File: src/rtl/fmul_pkg.sv
// Shared definitions for the iterative floating-point multiplier.
// Holds the FSM state encoding, rounding-mode encodings, flag bit positions
// and helpers that derive the exponent bias and canonical quiet NaN from the
// exponent/fraction widths.
package fmul_pkg;

    typedef enum logic [1:0] {
        ST_IDLE = 2'd0,
        ST_MUL  = 2'd1,
        ST_RND  = 2'd2,
        ST_DONE = 2'd3
    } state_e;

    typedef enum logic [1:0] {
        RM_RZ  = 2'b00,
        RM_RNE = 2'b01,
        RM_RDN = 2'b10,
        RM_RUP = 2'b11
    } rmode_e;

    localparam int FLAG_NV = 3;
    localparam int FLAG_OF = 2;
    localparam int FLAG_UF = 1;
    localparam int FLAG_NX = 0;

    // Exponent bias for an ew-bit exponent field: 2^(ew-1) - 1.
    function automatic logic [31:0] fmul_bias(input int ew);
        return (32'd1 << (ew - 1)) - 32'd1;
    endfunction

    // Canonical quiet NaN: sign 0, exponent all ones, fraction MSB only.
    function automatic logic [63:0] fmul_qnan(input int ew, input int mw);
        return (((64'd1 << ew) - 64'd1) << mw) | (64'd1 << (mw - 1));
    endfunction

endpackage

File: src/rtl/fmul_round.sv
// Combinational normalise-and-round stage.
// Ports:
//   sign_i   - product sign
//   exp_i    - biased exponent sum before normalisation (signed, EW+2 bits)
//   prod_i   - raw 2*(MW+1)-bit significand product, value in [1,4)
//   rm_i     - rounding mode (RZ, RNE, RM, RP)
//   result_o - rounded, packed result (overflow/underflow already resolved)
//   flags_o  - {NV, OF, UF, NX}
module fmul_round
    import fmul_pkg::*;
#(
    parameter int EW = 5,
    parameter int MW = 10
) (
    input  logic                 sign_i,
    input  logic signed [EW+1:0] exp_i,
    input  logic [2*MW+1:0]      prod_i,
    input  logic [1:0]           rm_i,
    output logic [EW+MW:0]       result_o,
    output logic [3:0]           flags_o
);

    localparam int PW = 2 * (MW + 1);
    localparam logic signed [EW+1:0] EXP_ONE  = {{(EW + 1){1'b0}}, 1'b1};
    localparam logic signed [EW+1:0] EXP_ZERO = {(EW + 2){1'b0}};
    localparam logic signed [EW+1:0] EXP_MAX  = {2'b00, {EW{1'b1}}};

    logic                 guard_s;
    logic                 sticky_s;
    logic                 inc_s;
    logic                 inexact_s;
    logic                 ovf_inf_s;
    logic [MW-1:0]        mant_s;
    logic [MW-1:0]        frac_s;
    logic [MW+1:0]        mant_rnd_s;
    logic signed [EW+1:0] exp_adj_s;
    logic signed [EW+1:0] exp_fin_s;

    // Normalise, pick guard/sticky, round, and resolve overflow/underflow.
    always_comb begin
        // A product MSB means the value is in [2,4): take one more bit off the
        // bottom and bump the exponent.
        if (prod_i[PW-1]) begin
            mant_s    = prod_i[PW-2 -: MW];
            guard_s   = prod_i[MW];
            sticky_s  = |prod_i[MW-1:0];
            exp_adj_s = exp_i + EXP_ONE;
        end else begin
            mant_s    = prod_i[PW-3 -: MW];
            guard_s   = prod_i[MW-1];
            sticky_s  = |prod_i[MW-2:0];
            exp_adj_s = exp_i;
        end

        inexact_s = guard_s | sticky_s;

        case (rm_i)
            RM_RZ:   inc_s = 1'b0;
            RM_RNE:  inc_s = guard_s & (sticky_s | mant_s[0]);
            RM_RDN:  inc_s = sign_i & inexact_s;
            RM_RUP:  inc_s = ~sign_i & inexact_s;
            default: inc_s = 1'b0;
        endcase

        // Overflow goes to infinity for RNE and for the directed mode that
        // rounds away from zero for this sign.
        case (rm_i)
            RM_RZ:   ovf_inf_s = 1'b0;
            RM_RNE:  ovf_inf_s = 1'b1;
            RM_RDN:  ovf_inf_s = sign_i;
            RM_RUP:  ovf_inf_s = ~sign_i;
            default: ovf_inf_s = 1'b1;
        endcase

        mant_rnd_s = {2'b01, mant_s} + {{(MW + 1){1'b0}}, inc_s};

        // Carry out of the rounded significand: value became exactly 2.0.
        if (mant_rnd_s[MW+1]) begin
            exp_fin_s = exp_adj_s + EXP_ONE;
            frac_s    = mant_rnd_s[MW:1];
        end else begin
            exp_fin_s = exp_adj_s;
            frac_s    = mant_rnd_s[MW-1:0];
        end

        flags_o = 4'b0000;
        if (exp_fin_s >= EXP_MAX) begin
            flags_o[FLAG_OF] = 1'b1;
            flags_o[FLAG_NX] = 1'b1;
            if (ovf_inf_s) begin
                result_o = {sign_i, {EW{1'b1}}, {MW{1'b0}}};
            end else begin
                result_o = {sign_i, {(EW - 1){1'b1}}, 1'b0, {MW{1'b1}}};
            end
        end else if (exp_fin_s <= EXP_ZERO) begin
            // No subnormal outputs: flush to signed zero.
            flags_o[FLAG_UF] = 1'b1;
            flags_o[FLAG_NX] = 1'b1;
            result_o = {sign_i, {(EW + MW){1'b0}}};
        end else begin
            flags_o[FLAG_NX] = inexact_s;
            result_o = {sign_i, exp_fin_s[EW-1:0], frac_s};
        end
    end

endmodule

File: src/rtl/fmul_iter.sv
// Iterative IEEE-754 style multiplier with fixed latency.
// One operation at a time: accept in IDLE, MW+1 shift-add cycles in MUL,
// one normalise/round cycle in RND, then hold the result in DONE until the
// consumer takes it.
// Ports:
//   clk, reset          - clock, asynchronous active-high reset
//   in_valid / in_ready - operand handshake (ready only in IDLE)
//   x, y, roundmode     - operands and rounding mode
//   out_valid/out_ready - result handshake (valid only in DONE)
//   result, flags       - rounded product and {NV, OF, UF, NX}
module fmul_iter
    import fmul_pkg::*;
#(
    parameter int EW = 5,
    parameter int MW = 10
) (
    input  logic             clk,
    input  logic             reset,
    input  logic             in_valid,
    output logic             in_ready,
    input  logic [EW+MW:0]   x,
    input  logic [EW+MW:0]   y,
    input  logic [1:0]       roundmode,
    output logic             out_valid,
    input  logic             out_ready,
    output logic [EW+MW:0]   result,
    output logic [3:0]       flags
);

    localparam int W  = 1 + EW + MW;
    localparam int PW = 2 * (MW + 1);
    localparam int CW = $clog2(MW + 1);
    localparam logic [CW-1:0]        CNT_LAST = CW'(MW);
    localparam logic signed [EW+1:0] BIAS_S   = (EW + 2)'(fmul_bias(EW));
    localparam logic [W-1:0]         QNAN     = W'(fmul_qnan(EW, MW));

    state_e               state_q, state_d;
    logic [W-1:0]         x_q, x_d, y_q, y_d;
    logic [1:0]           rm_q, rm_d;
    logic                 sign_q, sign_d;
    logic signed [EW+1:0] exp_q, exp_d;
    logic [CW-1:0]        cnt_q, cnt_d;
    logic [PW-1:0]        prod_q, prod_d;
    logic [W-1:0]         result_q, result_d;
    logic [3:0]           flags_q, flags_d;

    logic [MW+1:0] addend_s;
    logic [MW+1:0] psum_s;
    logic [W-1:0]  rnd_res_s;
    logic [3:0]    rnd_flags_s;
    logic          sp_hit_s;
    logic [W-1:0]  sp_res_s;
    logic [3:0]    sp_flags_s;

    // Operand classification; subnormals count as zero.
    logic x_exp_ones_s, y_exp_ones_s, x_zero_s, y_zero_s;
    logic x_inf_s, y_inf_s, x_nan_s, y_nan_s, x_snan_s, y_snan_s, inv_s;
    assign x_exp_ones_s = &x_q[W-2:MW];
    assign y_exp_ones_s = &y_q[W-2:MW];
    assign x_zero_s     = ~|x_q[W-2:MW];
    assign y_zero_s     = ~|y_q[W-2:MW];
    assign x_inf_s      = x_exp_ones_s & ~|x_q[MW-1:0];
    assign y_inf_s      = y_exp_ones_s & ~|y_q[MW-1:0];
    assign x_nan_s      = x_exp_ones_s & |x_q[MW-1:0];
    assign y_nan_s      = y_exp_ones_s & |y_q[MW-1:0];
    assign x_snan_s     = x_nan_s & ~x_q[MW-1];
    assign y_snan_s     = y_nan_s & ~y_q[MW-1];
    assign inv_s        = (x_inf_s & y_zero_s) | (x_zero_s & y_inf_s);

    // Shift-add step: upper half accumulates the multiplicand when the
    // current multiplier bit (LSB of the lower half) is set, then the whole
    // product register shifts right by one.
    assign addend_s = prod_q[0] ? {1'b0, 1'b1, x_q[MW-1:0]} : {(MW + 2){1'b0}};
    assign psum_s   = {1'b0, prod_q[PW-1:MW+1]} + addend_s;

    fmul_round #(.EW(EW), .MW(MW)) u_round (
        .sign_i   (sign_q),
        .exp_i    (exp_q),
        .prod_i   (prod_q),
        .rm_i     (rm_q),
        .result_o (rnd_res_s),
        .flags_o  (rnd_flags_s)
    );

    // Special-operand results that bypass the rounder.
    always_comb begin
        sp_hit_s   = 1'b1;
        sp_res_s   = QNAN;
        sp_flags_s = 4'b0000;
        if (x_nan_s | y_nan_s | inv_s) begin
            sp_res_s            = QNAN;
            sp_flags_s[FLAG_NV] = x_snan_s | y_snan_s | inv_s;
        end else if (x_inf_s | y_inf_s) begin
            sp_res_s = {sign_q, {EW{1'b1}}, {MW{1'b0}}};
        end else if (x_zero_s | y_zero_s) begin
            sp_res_s = {sign_q, {(EW + MW){1'b0}}};
        end else begin
            sp_hit_s = 1'b0;
            sp_res_s = {W{1'b0}};
        end
    end

    // FSM next-state and datapath updates.
    always_comb begin
        state_d  = state_q;
        x_d      = x_q;
        y_d      = y_q;
        rm_d     = rm_q;
        sign_d   = sign_q;
        exp_d    = exp_q;
        cnt_d    = cnt_q;
        prod_d   = prod_q;
        result_d = result_q;
        flags_d  = flags_q;
        case (state_q)
            ST_IDLE: begin
                if (in_valid) begin
                    x_d     = x;
                    y_d     = y;
                    rm_d    = roundmode;
                    sign_d  = x[W-1] ^ y[W-1];
                    exp_d   = $signed({2'b00, x[W-2:MW]}) + $signed({2'b00, y[W-2:MW]}) - BIAS_S;
                    cnt_d   = {CW{1'b0}};
                    prod_d  = {{(MW + 1){1'b0}}, 1'b1, y[MW-1:0]};
                    state_d = ST_MUL;
                end else begin
                    state_d = ST_IDLE;
                end
            end
            ST_MUL: begin
                prod_d = {psum_s, prod_q[MW:1]};
                if (cnt_q == CNT_LAST) begin
                    cnt_d   = {CW{1'b0}};
                    state_d = ST_RND;
                end else begin
                    cnt_d = cnt_q + {{(CW - 1){1'b0}}, 1'b1};
                end
            end
            ST_RND: begin
                if (sp_hit_s) begin
                    result_d = sp_res_s;
                    flags_d  = sp_flags_s;
                end else begin
                    result_d = rnd_res_s;
                    flags_d  = rnd_flags_s;
                end
                state_d = ST_DONE;
            end
            ST_DONE: begin
                if (out_ready) begin
                    state_d = ST_IDLE;
                end else begin
                    state_d = ST_DONE;
                end
            end
            default: state_d = ST_IDLE;
        endcase
    end

    // State and datapath registers.
    always_ff @(posedge clk or posedge reset) begin
        if (reset) begin
            state_q  <= ST_IDLE;
            x_q      <= {W{1'b0}};
            y_q      <= {W{1'b0}};
            rm_q     <= 2'b00;
            sign_q   <= 1'b0;
            exp_q    <= {(EW + 2){1'b0}};
            cnt_q    <= {CW{1'b0}};
            prod_q   <= {PW{1'b0}};
            result_q <= {W{1'b0}};
            flags_q  <= 4'b0000;
        end else begin
            state_q  <= state_d;
            x_q      <= x_d;
            y_q      <= y_d;
            rm_q     <= rm_d;
            sign_q   <= sign_d;
            exp_q    <= exp_d;
            cnt_q    <= cnt_d;
            prod_q   <= prod_d;
            result_q <= result_d;
            flags_q  <= flags_d;
        end
    end

    assign in_ready  = (state_q == ST_IDLE);
    assign out_valid = (state_q == ST_DONE);
    assign result    = result_q;
    assign flags     = flags_q;

endmodule

File: config.mk
export PLATFORM = sky130hd
export DESIGN_NAME = fmul_iter
export DESIGN_NICKNAME = d
export VERILOG_FILES = /design/src/rtl/fmul_pkg.sv /design/src/rtl/fmul_round.sv /design/src/rtl/fmul_iter.sv
export SDC_FILE = /design/constraint.sdc
export NUM_CORES = 1
export LEC_CHECK = 0
export ABC_AREA = 1
export CAP_MARGIN = 20
export CORE_MARGIN = 5
export CORE_UTILIZATION = 35
export DETAILED_ROUTE_END_ITERATION = 12
export GPL_TIMING_DRIVEN = 0
export SLEW_MARGIN = 20
export SYNTH_ARGS = -nofsm -noshare
export SYNTH_HDL_FRONTEND = slang
export SYNTH_SLANG_ARGS = --single-unit
File: constraint.sdc
create_clock -name clk -period 7.6 [get_ports clk]
set_input_delay 1.52 -clock clk [delete_from_list [all_inputs] [get_ports clk]]
set_output_delay 1.52 -clock clk [all_outputs]
set_load 0.005 [all_outputs]
==> metrics <==
Ports=60; Synth Register Bits=roughly 90; top-count cell post-synth=nand2_1; Total GRT Usage=approximately 16%; area of the multi-input gates=between 0.002 and 0.003 mm²; RSZ-0062 raised after global routing=no; Clock Skews=around 0.0054 ns; largest net degree at the start of global routing=between 70 and 80; via count=~4600; die area=0.0183 mm²; Skew-Pair Late Insertion Delay=~0.34 ns; post-CTS sizing=0; Horiz. Die Dim=135 µm; row cnt=45; Flop pwr share=between 30 and 40%; fraction of layout cells with a size suffix above 1=roughly a tenth; Initial Utilization=35.9%; DRT antenna net count=0; Arr. time, crit path=3.96 ns; detailed placement HPWL=about 11000 µm; core region area=between 0.015 and 0.02 mm²; Hold EP=flags[2]$_DFFE_PP0P_; WL/cell=approximately 13 µm; number of setup violations in the final report=0; Inserted Diodes=0; Area contributors post-synth=dfrtp_1, nand2_1, inv_1; final hold slack=roughly 0.48 ns; EDFF count, synth=0; Die Y=between 100 and 150 µm; DR vias/cell=about 4.6; CTS clk-pin slew, worst paths=roughly 0.060 ns; leakage power=~3.3 nW; Synth Area in Simple Gates=28.6%; CTS Hold Bufs=0; hold path startpoint=flags[2]$_DFFE_PP0P_; vias in the first global route=~4500; largest family of logic cells by synthesized area=simple AND/OR/NAND/NOR gates; multiplexer area fraction after synthesis=less than 1%; NetSw=~1.2 mW; Crit Path Max Fanout=9; final hold violation count=0; Post CTS Setup Buffer Count=0; DP Cell Count=991; sum of negative setup slack=0 ns; worst vdd ir=approximately 0.16 mV; CP required=about 7.9 ns; post-layout min period=around 3.7 ns; Main synth FF type=dfrtp_1; FF/Latch Area=~0.0022 mm²; part of the cycle the worst path needs=around half; Hold/Removal Path Class=reg -> reg; switch share=a little over two fifths; Synth-to-Final Area Change=22.0%; reg2reg setup slack=about 4.5 ns; first-pass GRT wire length=22700 µm; htree depth=3; critical path class=in -> reg; hold depth=2; CTS tree=yes; Synth top area share=between 40 and 50%; Worst R2R Start=prod_q[21]$_DFFE_PP0P_; PwrDens=412 mW/mm²; Nets=about 860; Yosys cell types=47; Comb pwr share=about half; syn nets=786; Compound-Gate Fraction of Synth Area=13.1%; Mapped Area=approximately 0.0055 mm²; Setup crit start kind=input port; Max-Slew Margin vs Limit=between 40 and 50%; Final WS setup=~3.9 ns; CTS sink count=88; XOR/XNOR Fraction of Synth Area=about 2.3%; DRT iter0 DRCs=roughly 220; Syn. warnings=0; fin cells=between 1000 and 1500; Post-Route WL=approximately 13000 µm; Clk network pwr share=about 18%; PortBufs=59; area leader, netlist=dfrtp_1; reg2reg end=result[10]$_DFFE_PP0P_; cts bufs inserted=9; cell count after synthesis=slightly above 700; share of synthesized registers carrying an async set or reset=100%; Post-route DRC=0; initial antenna violation count=0; cells on worst reg2reg path=22; CP endpoint kind=flop; Synth top cells by count=nand2_1, inv_1, dfrtp_1, o21ai_0, nand3_1; routability cong.=0.879; filler instances=roughly 1600; Initial DRT Pass Iterations=4; sequential fraction of the synthesis area=between 40% and 50%; Internal=1.57 mW; Slew Viols, Final=0; total grt overflow=0; root buffer cell=clkbuf_16; clk buf depth=2; synthesized-area fraction occupied by adder cells=roughly 6.6%; status=completed; Placement Setup Slack=about 3.5 ns; syn_area_per_cell=7.63 µm²; Worst-Margin Slew=about 0.77 ns; max-cap violation count=0; fmax=between 0.2 and 0.3 GHz
-- flip-flops by register name, indices dropped and copies added (netlist names) --
register and flops:
result 16, cnt_q 4, rm_q 2, flags 4, prod_q 22, exp_q 7, sign_q 1, y_q 15
state_q 2, x_q 15
-- cells in the final DEF, fill, tap and decap left out, drive strengths merged, types with 2 or more instances in the layout --
| master | synthesis | routed |
|---|---|---|
| nand2 | 238 | 238 |
| inv | 101 | 101 |
| dfrtp | 88 | 88 |
| o21ai | 78 | 78 |
| clkdlybuf4s50 | 0 | 59 |
| nand3 | 42 | 42 |
| nor2 | 40 | 40 |
| ha | 26 | 26 |
| clkbuf | 13 | 25 |
| a21oi | 21 | 21 |
| nand4 | 8 | 8 |
| xnor2 | 6 | 6 |
| nor4 | 6 | 6 |
| nor3 | 6 | 6 |
| xor2 | 6 | 6 |
| buf | 5 | 6 |
| o22ai | 4 | 4 |
| o2111ai | 4 | 4 |
| clkinv | 3 | 4 |
| nand3b | 3 | 3 |
| o221ai | 3 | 3 |
| a31oi | 2 | 2 |
| or2 | 2 | 2 |
| o211ai | 2 | 2 |
| o21a | 2 | 2 |
| fa | 2 | 2 |
| bufinv | 0 | 2 |
-- routing by layer --
metal	track usage [%]	wire, µm	vias up
li1	-	-	2477
met1	20.6	6500	2098
met2	25.9	6260	56
met3	3.23	397	15
met4	4.09	199	0
met5	0	0	-
-- cells by family after synthesis --
kind of cell,count (synthesis)
multiplexers,1
buffers and inverters,122
XOR/XNOR,12
AND/OR/NAND/NOR,346
AO/OA/AOI/OAI,123
flip-flops,88
adder cells (fa/ha/maj),28
-- how the worst max path moves through the flow --
stage,slack (ns),startpoint,depth (start not counted),to
2_1_floorplan,3.80,reset,1,cnt_q[0]$_DFFE_PP0P_
3_3_place_gp,2.26,reset,2,y_q[12]$_DFFE_PP0P_
3_5_place_dp,3.45,in_valid,8,cnt_q[2]$_DFFE_PP0P_
4_1_cts,3.78,in_valid,8,cnt_q[2]$_DFFE_PP0P_
5_1_grt,3.69,in_valid,8,cnt_q[2]$_DFFE_PP0P_
6_report,3.91,in_valid,8,cnt_q[2]$_DFFE_PP0P_
-- worst max-delay path, stage by stage --
cell and delay (ns):
clkdlybuf4s50_1 0.40, nand2_1 0.20, clkinv_1 0.33, nor2_1 0.69, clkinv_1 0.47, nand2_1 0.14
nor2_1 0.05, nor3_1 0.16
-- final cells by class --
class                   instances  share of cell area, %
plain buffers                  18                   1.62
well taps                     211                   3.94
clock inverters                 3                  0.971
repair buffers                 60                   9.22
inverters                     104                   5.90
flip-flops and latches         88                   32.9
clock buffers                  12                   3.83
multi-input cells             510                   41.7
-- per-stage QoR --
| stage | total power, mW | util [%] | cell area [µm²] |
|---|---|---|---|
| after floorplan | 1.88 | - | 5490 |
| after global placement | 2.27 | 41.5 | 6350 |
| after detailed placement | 2.30 | 41.7 | 6380 |
| after CTS | 2.79 | 43.8 | 6700 |
| after global routing | 3.04 | 43.8 | 6700 |
| final | 2.76 | 43.8 | 6700 |
-- power by group through the flow --
stage / Combinational, mW / Clock [mW] / Sequential, mW
finish: 1.42 / 0.482 / 0.859
global route: 1.63 / 0.515 / 0.890
CTS: 1.44 / 0.496 / 0.856
detailed placement: 1.43 / 0 / 0.864
global placement: 1.41 / 0 / 0.859
floorplan: 1.05 / 0 / 0.823
Power figures use the tool's default switching activity.
